--- src/rtl/hazard_ctrl.sv ---
// Pipeline hazard control: load-use and branch interlocks, iterative-divide
// sequencer, and a saturating stall-cycle performance counter.
module hazard_ctrl (
    input  logic        clk,
    input  logic        rst,
    input  logic [4:0]  rsD,
    input  logic [4:0]  rtD,
    input  logic [4:0]  writeRegAddrE,
    input  logic [4:0]  writeRegAddrM,
    input  logic        Regfile_weE,
    input  logic        Regfile_weM,
    input  logic        memtoRegE,
    input  logic        memtoRegM,
    input  logic        branchD,
    input  logic        divStartE,
    output logic        stallF,
    output logic        stallD,
    output logic        stallE,
    output logic        flushE,
    output logic        flushM,
    output logic        div_busy,
    output logic        hilo_we,
    output logic [15:0] stall_cycles
);

    localparam logic [1:0] IDLE = 2'd0;
    localparam logic [1:0] BUSY = 2'd1;
    localparam logic [1:0] DONE = 2'd2;

    logic [1:0]  state_q, state_d;
    logic [4:0]  div_cnt_q, div_cnt_d;
    logic [15:0] stall_cnt_q, stall_cnt_d;

    logic match_e, match_m;
    logic lwstall, branchstall, divstall, any_stall;

    // Register 0 is hardwired, so a zero destination never conflicts.
    assign match_e = (writeRegAddrE != 5'd0) &&
                     ((writeRegAddrE == rsD) || (writeRegAddrE == rtD));
    assign match_m = (writeRegAddrM != 5'd0) &&
                     ((writeRegAddrM == rsD) || (writeRegAddrM == rtD));

    assign lwstall     = memtoRegE && Regfile_weE && match_e;
    assign branchstall = branchD &&
                         ((Regfile_weE && match_e) ||
                          (memtoRegM && Regfile_weM && match_m));

    assign divstall  = ((state_q == IDLE) && divStartE) || (state_q == BUSY);
    assign any_stall = lwstall || branchstall || divstall;

    assign stallF   = any_stall;
    assign stallD   = any_stall;
    assign stallE   = divstall;
    // EX is held during a divide, so it must not also be bubbled.
    assign flushE   = (lwstall || branchstall) && !divstall;
    assign flushM   = divstall;
    assign div_busy = (state_q == BUSY);
    assign hilo_we  = (state_q == DONE);

    assign stall_cycles = stall_cnt_q;

    always_comb begin
        state_d   = state_q;
        div_cnt_d = div_cnt_q;
        case (state_q)
            IDLE: begin
                if (divStartE) begin
                    state_d   = BUSY;
                    div_cnt_d = 5'd31;
                end
            end
            BUSY: begin
                if (div_cnt_q == 5'd0) begin
                    state_d = DONE;
                end else begin
                    div_cnt_d = div_cnt_q - 5'd1;
                end
            end
            DONE: begin
                state_d = IDLE;
            end
            default: begin
                state_d   = IDLE;
                div_cnt_d = 5'd0;
            end
        endcase
    end

    always_comb begin
        stall_cnt_d = stall_cnt_q;
        if (any_stall && (stall_cnt_q != 16'hFFFF)) begin
            stall_cnt_d = stall_cnt_q + 16'd1;
        end
    end

    always_ff @(posedge clk) begin
        if (rst) begin
            state_q     <= IDLE;
            div_cnt_q   <= 5'd0;
            stall_cnt_q <= 16'd0;
        end else begin
            state_q     <= state_d;
            div_cnt_q   <= div_cnt_d;
            stall_cnt_q <= stall_cnt_d;
        end
    end

endmodule

--- config.mk ---
export PLATFORM = sky130hd
export DESIGN_NAME = hazard_ctrl
export DESIGN_NICKNAME = d
export VERILOG_FILES = /design/src/rtl/hazard_ctrl.sv
export SDC_FILE = /design/constraint.sdc
export NUM_CORES = 1
export LEC_CHECK = 0
export CELL_PAD_IN_SITES_DETAIL_PLACEMENT = 0
export CELL_PAD_IN_SITES_GLOBAL_PLACEMENT = 1
export CORE_MARGIN = 3
export CORE_UTILIZATION = 30
export DETAILED_ROUTE_END_ITERATION = 7
export PLACE_DENSITY_LB_ADDON = 0.1
export SLEW_MARGIN = 5
export SYNTH_ARGS = -nofsm -noshare
export SYNTH_HDL_FRONTEND = slang
export SYNTH_SLANG_ARGS = --single-unit
--- constraint.sdc ---
create_clock -name clk -period 3.25 [get_ports clk]
set_clock_uncertainty 0.15 [all_clocks]
set_input_delay 0.65 -clock clk [delete_from_list [all_inputs] [get_ports clk]]
set_output_delay 0.65 -clock clk [all_outputs]
set_load 0.02 [all_outputs]
### Word level (Yosys, flattened, before mapping)

Cells that the tools add are included.

| word-level totals | value |
|---|---|
| flip-flop bits (word level) | 23 |
| input bits | 28 |
| output and inout bits | 23 |
| word-level logic and storage cells | 46 |

| cells by class | value |
|---|---|
| add/sub/neg operators | 2 |
| eq/ne operators | 10 |
| muxes and demuxes | 6 |
| bitwise gates (word level) | 1 |
| reduce and logical (&&, ||, !) cells | 24 |

Operator list:

| cell | number |
|---|---|
| $eq A5 B5 Y1 | 4 |
| $add A16 B1 Y16 const B | 1 |
| $ne A16 B16 Y1 const B | 1 |
| $pmux W5 S3 | 1 |
| $logic_and A1 B1 Y1 | 11 |
| $mux W5 | 2 |
| $reduce_bool A5 Y1 | 2 |
| $logic_or A1 B1 Y1 | 6 |
| $logic_not A5 Y1 | 1 |
| $sub A5 B1 Y5 const B | 1 |
| $mux W2 | 2 |
| $ne A2 B2 Y1 const B | 2 |
| $pmux W2 S2 | 1 |
| $reduce_and A3 Y1 | 1 |
| $eq A2 B1 Y1 const B | 1 |
| $eq A2 B2 Y1 const B | 1 |
| $logic_not A2 Y1 | 1 |
| $ne A2 B1 Y1 const B | 1 |
| $reduce_and A2 Y1 | 1 |
| $logic_not A1 Y1 | 1 |
| $not A1 Y1 | 1 |

### Logic depth before layout (Yosys ltp)

Gate-level depths: netlist of the first run.

| logic depth | value |
|---|---|
| depth after elaboration | 9 |
| depth in mapped cells | 8 |
| mapped depth without buffers | 8 |

### Least setup slack after synthesis of the first run

OpenSTA, ideal clock, no wires.

| timing path | value |
|---|---|
| path type | in2out |
| from | input writeRegAddrM[0] |
| to | output stallF |
| arrival | 1.836 ns |
| data required time | 2.450 ns |
| slack | 0.614 ns |
| stages on the path | 6 |
| path buffers | 2 |
| path through | nor3_1 > a21oi_1 > a221oi_4 > buf_6 > inv_1 > buf_4 |

| on the way | value |
|---|---|
| word-level cells in the longest chain between the ends | 8 |
| elaborated cells on any way between the ends | 10 |
| those cells by class | 2 x eq/ne; 8 x reduce/logical |

RTL lines:

| element | line | text |
|---|---|---|
| start, declared | 9 | `input logic [4:0] writeRegAddrM,` |
| $eq A5 B5 Y1 | 41 | `((writeRegAddrM == rsD) \|\| (writeRegAddrM == rtD));` |
| $logic_or A1 B1 Y1 | 41 |  |
| $logic_and A1 B1 Y1 * | 40 | `assign match_m = (writeRegAddrM != 5'd0) &&` |
| $logic_and A1 B1 Y1 * | 46 | `(memtoRegM && Regfile_weM && match_m));` |
| $logic_or A1 B1 Y1 * | 45 | `((Regfile_weE && match_e) \|\|` |
| $logic_and A1 B1 Y1 * | 44 | `assign branchstall = branchD &&` |
| $logic_or A1 B1 Y1 * (2 in a row) | 49 | `assign any_stall = lwstall \|\| branchstall \|\| divstall;` |
| end, declared | 16 | `output logic stallF,` |

Mark *: on every way between the ends. The rest lies on a longest branch, timed or not.

### Worst setup path in the final report of the first run

| timing path | value |
|---|---|
| from | input writeRegAddrE[0] |
| to | output stallF |

| on the way | value |
|---|---|
| word-level cells in the longest chain between the ends | 8 |
| elaborated cells on any way between the ends | 11 |
| those cells by class | 2 x eq/ne; 9 x reduce/logical |

RTL lines:

| element | line | text |
|---|---|---|
| start, declared | 8 | `input logic [4:0] writeRegAddrE,` |
| $eq A5 B5 Y1 | 39 | `((writeRegAddrE == rsD) \|\| (writeRegAddrE == rtD));` |
| $logic_or A1 B1 Y1 | 39 |  |
| $logic_and A1 B1 Y1 * | 38 | `assign match_e = (writeRegAddrE != 5'd0) &&` |
| $logic_and A1 B1 Y1 | 45 |  |
| $logic_or A1 B1 Y1 | 45 |  |
| $logic_and A1 B1 Y1 | 44 |  |
| $logic_or A1 B1 Y1 * (2 in a row) | 49 |  |

Marks and branches as above.

==> metrics.md, run 1 <==
| Metric | Value |
|---|---|
| Status | `completed` |
| Die ar. | `6440 µm²` |
| Mapped Nets | `226` |
| Synth async-reset ratio | `0%` |
| Inst Count DP | `about 310` |
| Layout Nets | `278` |
| Min Clock Period, post-route | `3.12 ns` |
| Worst Min Path Start | `div_cnt_q[1]` |
| Die H | `80.3 µm` |
| Initial core utilization | `31.8%` |
| Crit path max fanout | `3` |
| Setup slack, reg-to-reg | `1.01 ns` |
| # DRC | `0` |
| Drt first-iter violations | `44` |
| Sequential share of the synthesized area | `~28%` |
| Clock latency on the worst-skew pair | `0.26 ns` |
| Post-Synth Adder-Cell Area | `1.51%` |
| I/O Buffers | `50` |
| Main combinational cell family by area after synthesis | `simple AND/OR/NAND/NOR gates` |
| Max_slew headroom | `between 40% and 50%` |
| Fin. Hold Viols | `0` |
| Non-filler instance count after layout | `317` |
| Critical Path AT | `between 2 and 2.5 ns` |
| First-pass DRT Iterations | `4` |
| Worst-Margin Slew | `0.879 ns` |
| Multi-input logic area | `1080 µm²` |
| Maximum capacitance violations | `0` |
| Syn Inst Count | `196` |
| Total chip power | `0.000714 W` |
| Total core area | `around 5200 µm²` |
| Worst setup EP type | `output pin` |
| Post-synthesis xor/xnor area fraction | `10.6%` |
| GRT overflow | `0` |
| Routed len/inst | `12.9 µm` |
| Slew Viols, Final | `0` |
| IO Pins | `51` |
| Unique masters post-synth | `46` |
| RSZ-0062 raised after global routing | `no` |
| Worst vdd ir | `0.177 mV` |
| CTS tree | `done` |
| Worst Setup Start Kind | `input pin` |
| Post-Synth Simple-Gate Area | `30.6%` |
| Fillers | `538` |
| RR Startpoint | `stall_cycles[2]` |
| Cell Area, Placed | `2200 µm²` |
| Top cells by area, synth | `dfxtp_1 (28%), xnor2_1 (11%), a21oi_1 (4.5%), mux2_4 (4.5%), nor2_1 (4.5%)` |
| Hold Slack | `0.321 ns` |
| Hold Path Class | `reg2reg` |
| Final setup viols | `0` |
| Ys flop type | `dfxtp_1` |
| Req. time, crit path | `2.45 ns` |
| Placement row count | `26` |
| Top Metal Used | `met4` |
| CTS sink count | `23` |
| Critical path launch point | `writeRegAddrE[0]` |
| Layout cells sized above 1 | `12.6%` |
| Mux contribution to synthesized area | `5.14%` |
| Met2 wire len | `1830 µm` |
| Yosys reg bits | `23` |
| Tot GR Track Use | `a little over an eighth` |
| Vias/cell | `4.87` |
| First-pass GRT wire length | `6710 µm` |
| Kind of critical path | `in2out` |
| Number of global-route vias before repair | `1456` |
| Global placement routability congestion | `around 0.77` |
| CTS Buffer Depth | `2` |
| Via Count | `1545` |
| F_max | `321 MHz` |
| Largest net degree at the start of global routing | `25` |
| Hold path depth | `2` |
| Post-synthesis compound-gate area fraction | `between 15 and 20%` |
| Syn Area/Cell | `8.44 µm²` |
| Die X | `about 80 µm` |
| Mapped Area | `1650 µm²` |
| # hold bufs at CTS | `0` |
| Leak | `0.759 nW` |
| Post-route ant nets | `0` |
| Num CTS Buffers | `3` |
| CTS root buffer | `clkbuf_8` |
| Routed Wire Length | `4070 µm` |
| Worst R2R Path Depth | `6` |
| FF+latch area | `between 400 and 500 µm²` |
| Initial antenna violation count | `0` |
| Number of flops mapped to enable cells by yosys | `0` |
| Half-perimeter wire length after placement | `3030 µm` |
| H-Tree Depth | `1` |
| Final instance area | `2250 µm²` |
| Period utilisation layout | `95.9%` |
| Synth area leader | `dfxtp_1` |
| Dpl ws | `-0.143 ns` |
| Most frequent cell after synthesis | `dfxtp_1` |
| Min setup slack post-route | `0.133 ns` |
| Ant diodes | `0` |
| Met3 wire length | `205 µm` |
| Synth top cells by count | `dfxtp_1 (23), nor2_1 (20), xnor2_1 (20), a21oi_1 (15)` |
| Syn. warnings | `0` |
| Worst-path clk slew | `0.08 ns` |
| Area Overhead vs Synth | `36.1%` |
| Wl on met1 | `1990 µm` |
| Top-area cell type share of the netlist area | `between 20% and 30%` |
| PwrDens | `roughly 320 nW/µm²` |
per-stage QoR:
stage | util (%) | setup TNS, ns
2_1_floorplan | - | 0
3_3_place_gp | 42.4 | -0.405
3_5_place_dp | 42.4 | -0.365
4_1_cts | 43.1 | 0
5_1_grt | 43.2 | 0
6_report | 43.2 | 0
worst max-delay path: stages:
cell	delay, ns
clkdlybuf4s50_1	0.47
nor3_1	0.25
a21oi_1	0.16
a221oi_4	0.33
inv_1	0.11
dlygate4sd2_1	0.34
worst paths after layout:
path | endpoint
worst max-delay path | stallF
worst min-delay path | div_cnt_q[1]
worst max register to register | stall_cycles[4]
worst min register to register | div_cnt_q[1]
logic make-up after synthesis:
family,Yosys count
compound gates,39
xor+xnor,20
fa+ha+maj,2
buf+inv,17
flops,23
mux,6
simple gates,89
timing repair:
| item | CTS | global route |
|---|---|---|
| endpoints found under the setup margin | 3 | 2 |
| resized for setup | 3 | 1 |
| buffers inserted | 0 | 0 |
| endpoints found under the hold margin | 0 | 0 |
cell usage in the layout, fill, tap and decap left out, drive strengths merged, types with 3 or more instances in the layout:
cell type,instances
nor3,7
a21oi,15
or4,6
mux2,5
clkbuf,4
o22ai,3
inv,6
nand3,12
and3,3
o31ai,7
o21ai,5
nor2b,8
nand2b,3
buf,8
dfxtp,23
nand4,5
clkdlybuf4s50,47
nand2,12
xnor2,20
or3,4
nor4,3
nor2,22
dlygate4sd2,3
state kept, by name, indices dropped and copies added (netlist names):
register      cells
div_cnt_q         5
stall_cycles     16
state_q           2
where the power goes:
part	switching [W]	internal, W
Combinational	0.000111	0.000112
Sequential	0.0000168	0.000297
Clock	0.0000888	0.0000873
metal layers:
layer  GRT usage (%)  vias to the layer above
li1                -                      808
met1            17.3                      698
met2            21.0                       35
met3            3.25                        4
met4            3.04                        0
met5               0                        -
cell type report:
cell class	instances	area share, %
multi-input cells	156	47.9
repair buffers	58	24.7
flip-flops and latches	23	20.5
well taps	70	3.89
clock buffers	4	2.00
inverters	6	1.00
No activity file was read; power rests on OpenSTA's default activity.
==> run 2: changes to the inputs <==
Settings changed: CORE_MARGIN 3 to 10.
Clock period 3.25 ns to 2.8 ns, I/O delays scaled along.
==> run 2 against run 1 <==
Compared with the run above: wire length increased by 9.6%; via count increased by 0.65%; total power increased by 18%; die area increased by 38%; sequential cell count unchanged; core utilization increased by 0.21 points; worst hold slack improved by 0.0014 ns; largest cell class unchanged.
==> metrics.md, run 2 (synthesized netlist as in run 1, its figures left out) <==
| Metric | Value |
|---|---|
| Initial antenna violation count | `0 (unchanged)` |
| Inst Count DP | `316 (was 313)` |
| First-pass GRT wire length | `7750 µm (was 6710 µm)` |
| Leak | `0.807 nW (was 0.759 nW)` |
| Ant diodes | `0 (unchanged)` |
| CTS root buffer | `clkbuf_8 (unchanged)` |
| Largest net degree at the start of global routing | `25 (unchanged)` |
| Worst Setup Start Kind | `input pin (unchanged)` |
| Max_slew headroom | `67.1% (was 41.2%)` |
| # DRC | `0 (unchanged)` |
| Worst-Margin Slew | `0.493 ns (was 0.879 ns)` |
| Fin. Hold Viols | `0 (unchanged)` |
| PwrDens | `369 nW/µm² (was 317 nW/µm²)` |
| Post-route ant nets | `0 (unchanged)` |
| I/O Buffers | `50 (unchanged)` |
| H-Tree Depth | `1 (unchanged)` |
| Worst vdd ir | `0.245 mV (was 0.177 mV)` |
| Layout Nets | `281 (was 278)` |
| Layout cells sized above 1 | `15.6% (was 12.6%)` |
| Dpl ws | `-0.369 ns (was -0.143 ns)` |
| CTS sink count | `23 (unchanged)` |
| Die X | `94.3 µm (was 80.3 µm)` |
| Req. time, crit path | `2.09 ns (was 2.45 ns)` |
| Num CTS Buffers | `3 (unchanged)` |
| Die ar. | `8880 µm² (was 6440 µm²)` |
| Reg2reg end | `stall_cycles[11] (was stall_cycles[4])` |
| Crit path max fanout | `3 (unchanged)` |
| Critical Path AT | `1.99 ns (was 2.32 ns)` |
| Commonest non-fill, non-tap cells in the layout | `clkdlybuf4s50_1 (41), dfxtp_1 (23), nor2_1 (20), xnor2_1 (20), a21oi_1 (15) (was clkdlybuf4s50_1 (47), dfxtp_1 (23), nor2_1 (20), xnor2_1 (20), a21oi_1 (15))` |
| Period utilisation layout | `96.5%` |
| Half-perimeter wire length after placement | `3460 µm (was 3030 µm)` |
| Status | `completed (unchanged)` |
| Min setup slack post-route | `0.0968 ns (was 0.133 ns)` |
| Routed Wire Length | `4460 µm (was 4070 µm)` |
| Setup crit end | `stallF (unchanged)` |
| Worst setup EP type | `output pin (unchanged)` |
| Worst R2R Path Depth | `6 (unchanged)` |
| Min Clock Period, post-route | `2.70 ns` |
| F_max | `370 MHz` |
| Fillers | `534 (was 538)` |
| Kind of critical path | `in2out (unchanged)` |
| GRT overflow | `0 (unchanged)` |
| Routed len/inst | `14.0 µm (was 12.9 µm)` |
| Placement row count | `26 (unchanged)` |
| Hold Path Class | `reg2reg (unchanged)` |
| IO Pins | `51 (unchanged)` |
| Final instance area | `2280 µm² (was 2250 µm²)` |
| CTS Buffer Depth | `2 (unchanged)` |
| Tot GR Track Use | `10.4% (was 13.0%)` |
| Setup slack, reg-to-reg | `0.77 ns (was 1.01 ns)` |
| Cell Area, Placed | `2230 µm² (was 2200 µm²)` |
| Max reg flops | `16 (unchanged)` |
| Setup TNS | `0 ns (unchanged)` |
| Die H | `94.3 µm (was 80.3 µm)` |
| Total core area | `5240 µm² (was 5200 µm²)` |
| Number of global-route vias before repair | `1533 (was 1456)` |
| Drt first-iter violations | `36 (was 44)` |
| Vias/cell | `4.86 (was 4.87)` |
| Initial core utilization | `31.6% (was 31.8%)` |
| Non-filler instance count after layout | `320 (was 317)` |
| Via Count | `1555 (was 1545)` |
| Slew Viols, Final | `0 (unchanged)` |
| CTS tree | `done (unchanged)` |
| Final setup viols | `0 (unchanged)` |
| Area Overhead vs Synth | `37.6% (was 36.1%)` |
| Total chip power | `0.000840 W (was 0.000714 W)` |
| First-pass DRT Iterations | `4 (unchanged)` |
| Maximum capacitance violations | `0 (unchanged)` |
| Global placement routability congestion | `0.730 (was 0.772)` |
| Clock latency on the worst-skew pair | `0.27 ns (was 0.26 ns)` |
| Critical path launch point | `rsD[4] (was writeRegAddrE[0])` |
| Worst-path clk slew | `0.09 ns (was 0.08 ns)` |
| Most common cell after layout, fill and taps aside | `clkdlybuf4s50_1 (unchanged)` |
| RR Startpoint | `stall_cycles[2] (unchanged)` |
| Hold path depth | `2 (unchanged)` |
run 2: how the worst min path moves through the flow:
| stage | startpoint | end | slack [ns] |
|---|---|---|---|
| 4_1_cts | div_cnt_q[1] | div_cnt_q[1] | 0.33 |
| 3_5_place_dp | div_cnt_q[1] | div_cnt_q[1] | 0.31 |
| 5_1_grt | div_cnt_q[1] | div_cnt_q[1] | 0.36 |
| 6_report | div_cnt_q[1] | div_cnt_q[1] | 0.32 |
| 2_1_floorplan | div_cnt_q[1] | div_cnt_q[1] | 0.29 |
| 3_3_place_gp | div_cnt_q[1] | div_cnt_q[1] | 0.31 |
run 2: power breakdown:
group,internal [W],total (W),switching (W)
clock,0.0000995,0.000214,0.000115
combinational,0.000131,0.000261,0.000130
sequential,0.000345,0.000364,0.0000194
total,0.000575,0.000840,0.000265
run 2: timing repair:
action	4_1_cts	5_1_grt
endpoints found under the setup margin	3	5
pin swaps	2	2
hold buffers	0	0
buffers inserted	0	0
resized for setup	14	6
run 2: final cells by class:
| type | instances | area [µm²] | share of cell area (%) |
|---|---|---|---|
| sequential | 23 | 460 | 20.2 |
| multi-input combinational | 156 | 1080 | 47.6 |
| tap | 70 | 87.6 | 3.85 |
| inverter | 6 | 22.5 | 0.990 |
| clock buffer | 3 | 41.3 | 1.81 |
| timing repair buffer | 61 | 576 | 25.3 |
| clock inverter | 1 | 5.00 | 0.220 |
run 2: metal layers:
layer,track usage [%],vias to the layer above,wire length [µm]
met5,0,-,0
met4,2.28,0,21
met3,3.28,2,359
met2,17.0,38,2010
met1,13.0,704,2070
li1,-,811,-
run 2: per-stage QoR:
| step | utilization [%] | hold WS [ns] |
|---|---|---|
| finish | 43.5 | 0.322 |
| global route | 43.5 | 0.363 |
| CTS | 43.3 | 0.327 |
| detailed placement | 42.5 | 0.312 |
| global placement | 42.5 | 0.308 |
| floorplan | - | 0.290 |
run 2: critical path, cell delays in order:
cell and delay (ns):
clkdlybuf4s50_1 0.46, xnor2_1 0.15, nand3_1 0.11, o22ai_2 0.12, a221oi_4 0.31, inv_1 0.10
buf_2 0.17
==> run 3: changes to the inputs <==
Settings changed: CELL_PAD_IN_SITES_DETAIL_PLACEMENT 0 to unset, CELL_PAD_IN_SITES_GLOBAL_PLACEMENT 1 to unset, CTS_CLUSTER_DIAMETER set to 30, PLACE_DENSITY_LB_ADDON 0.1 to unset.
==> run 3 against run 2 <==
Compared with the run above: core utilization shrank 0.33 points; worst setup slack lost 0.021 ns; largest cell class unchanged; total power shrank 1.2%; critical path depth is the same; die area is the same.
==> metrics.md, run 3 (synthesized netlist as in run 1, its figures left out) <==
| Metric | Value |
|---|---|
| Clock share of power | `24.9% (was 25.5%)` |
| Die ar. | `8880 µm² (unchanged)` |
| Min setup slack post-route | `0.0760 ns (was 0.0968 ns)` |
| Initial core utilization | `31.6% (unchanged)` |
| First-pass GRT wire length | `7370 µm (was 7750 µm)` |
| Status | `completed (unchanged)` |
| Global placement routability congestion | `0.825 (was 0.730)` |
| Dpl ws | `-0.384 ns (was -0.369 ns)` |
| Leak | `0.812 nW (was 0.807 nW)` |
| GRT overflow | `0 (unchanged)` |
| Final setup viols | `0 (unchanged)` |
| Via Count | `1562 (was 1555)` |
| Layout cells sized above 1 | `14.5% (was 15.6%)` |
| CTS root buffer | `clkbuf_8 (unchanged)` |
| Multi-input logic area | `1080 µm² (about the same)` |
| Kind of critical path | `in2out (unchanged)` |
| Clock latency on the worst-skew pair | `0.26 ns (was 0.27 ns)` |
| Met2 wire len | `1880 µm (was 2010 µm)` |
| Fillers | `528 (was 534)` |
| Critical Path AT | `2.01 ns (was 1.99 ns)` |
| Routed len/inst | `14.2 µm (was 14.0 µm)` |
| Num CTS Buffers | `3 (unchanged)` |
| Switching Fraction | `30.7% (was 31.5%)` |
| Commonest non-fill, non-tap cells in the layout | `clkdlybuf4s50_1 (38), dfxtp_1 (23), nor2_1 (20), xnor2_1 (20), a21oi_1 (15) (was clkdlybuf4s50_1 (41), dfxtp_1 (23), nor2_1 (20), xnor2_1 (20), a21oi_1 (15))` |
| Period utilisation layout | `97.3% (was 96.5%)` |
| Die H | `94.3 µm (unchanged)` |
| # DRC | `0 (unchanged)` |
| F_max | `367 MHz (was 370 MHz)` |
| Total chip power | `0.000830 W (was 0.000840 W)` |
| H-Tree Depth | `1 (unchanged)` |
| Hold Path Class | `reg2reg (unchanged)` |
| First-pass DRT Iterations | `4 (unchanged)` |
| Maximum capacitance violations | `0 (unchanged)` |
| Area Overhead vs Synth | `36.5% (was 37.6%)` |
| Req. time, crit path | `2.09 ns (about the same)` |
| Wl on met1 | `2110 µm (was 2070 µm)` |
| # hold bufs at CTS | `0 (unchanged)` |
| Seq pwr share | `44.0% (was 43.4%)` |
| Ant diodes | `0 (unchanged)` |
| Initial antenna violation count | `0 (unchanged)` |
| I/O Buffers | `50 (unchanged)` |
| Drt first-iter violations | `121 (was 36)` |
| Layout Nets | `279 (was 281)` |
| Min Clock Period, post-route | `2.72 ns (was 2.70 ns)` |
| Vias/cell | `4.91 (was 4.86)` |
| Half-perimeter wire length after placement | `3480 µm (was 3460 µm)` |
| Inst Count DP | `314 (was 316)` |
| Utilization after layout | `43.1% (was 43.5%)` |
| Die X | `94.3 µm (unchanged)` |
| Max_slew headroom | `68.5% (was 67.1%)` |
| Total core area | `5240 µm² (unchanged)` |
| P_int | `0.000575 W (about the same)` |
| Slew Viols, Final | `0 (unchanged)` |
| CTS tree | `done (unchanged)` |
| PwrDens | `368 nW/µm² (was 369 nW/µm²)` |
| Worst setup EP type | `output pin (unchanged)` |
| CTS Buffer Depth | `2 (unchanged)` |
| Worst vdd ir | `0.187 mV (was 0.245 mV)` |
| IO Pins | `51 (unchanged)` |
| Post-route ant nets | `0 (unchanged)` |
| Number of global-route vias before repair | `1496 (was 1533)` |
| Max reg flops | `16 (unchanged)` |
| Non-filler instance count after layout | `318 (was 320)` |
| Met3 wire length | `462 µm (was 359 µm)` |
| Most common cell after layout, fill and taps aside | `clkdlybuf4s50_1 (unchanged)` |
| Largest net degree at the start of global routing | `25 (unchanged)` |
| Worst Setup Start Kind | `input pin (unchanged)` |
| CTS sink count | `23 (unchanged)` |
| Fin. Hold Viols | `0 (unchanged)` |
| Worst-Margin Slew | `0.473 ns (was 0.493 ns)` |
| FF+latch area | `460 µm² (unchanged)` |
| Routed Wire Length | `4530 µm (was 4460 µm)` |
| Comb pwr share | `31.1% (about the same)` |
| Top Metal Used | `met4 (unchanged)` |
| Switch Pwr | `0.000255 W (was 0.000265 W)` |
| Tot GR Track Use | `10.2% (was 10.4%)` |
| Crit path max fanout | `3 (unchanged)` |
| Placement row count | `26 (unchanged)` |
| Worst-path clk slew | `0.08 ns (was 0.09 ns)` |
-- run 3: cell types whose count changed in the layout (fill, tap and decap cells not counted), sizes merged --
cell,previous run,this run
clkbuf,3,4
buf,14,12
clkinv,1,0
dlygate4sd2,2,3
dlymetal6s2s,4,6
clkdlybuf4s50,41,38
-- run 3: cell type report --
type / count / share of cell area (%)
Tap cell: 70 / 3.88
Inverter: 6 / 0.997
Sequential cell: 23 / 20.4
Multi-Input combinational cell: 156 / 47.8
Timing Repair Buffer: 59 / 25.0
Clock buffer: 4 / 1.99
-- run 3: through the flow --
stage               cell area [µm²]  hold WS, ns  TNS, ns
global route                   2260        0.364  -0.0767
finish                         2260        0.324        0
CTS                            2240        0.325        0
global placement               2210        0.305    -1.62
floorplan                      1650        0.290        0
detailed placement             2210        0.313    -1.71
-- run 3: power by group through the flow --
stage / Clock [W] / Sequential, W / Combinational, W
4_1_cts: 0.000213 / 0.000365 / 0.000261
3_3_place_gp: 0 / 0.000373 / 0.000263
3_5_place_dp: 0 / 0.000373 / 0.000265
2_1_floorplan: 0 / 0.000374 / 0.000164
6_report: 0.000207 / 0.000365 / 0.000258
5_1_grt: 0.000225 / 0.000369 / 0.000285
-- run 3: layer usage --
| layer | vias up | GRT usage [%] |
|---|---|---|
| met4 | 0 | 4.18 |
| li1 | 807 | - |
| met5 | - | 0 |
| met3 | 4 | 2.96 |
| met1 | 709 | 14.0 |
| met2 | 42 | 14.2 |
-- run 3: final timing paths --
kind                           to  cells past startpoint  slack (ns)             from
setup / recovery           stallD                      7        0.08           rtD[1]
hold / removal       div_cnt_q[1]                      2        0.32     div_cnt_q[1]
setup reg to reg  stall_cycles[7]                      6        0.78  stall_cycles[2]
hold reg to reg      div_cnt_q[1]                      2        0.32     div_cnt_q[1]
-- run 3: critical path: stages --
cell and delay (ns):
clkdlybuf4s50_1 0.46, xnor2_1 0.16, nand3_1 0.11, o22ai_2 0.12
a221oi_4 0.35, inv_2 0.08, buf_2 0.17
-- run 3: repair_timing --
action,CTS,global route
buffers inserted,0,0
pin swaps,1,4
setup endpoints to repair,3,5
gates resized for setup,15,8
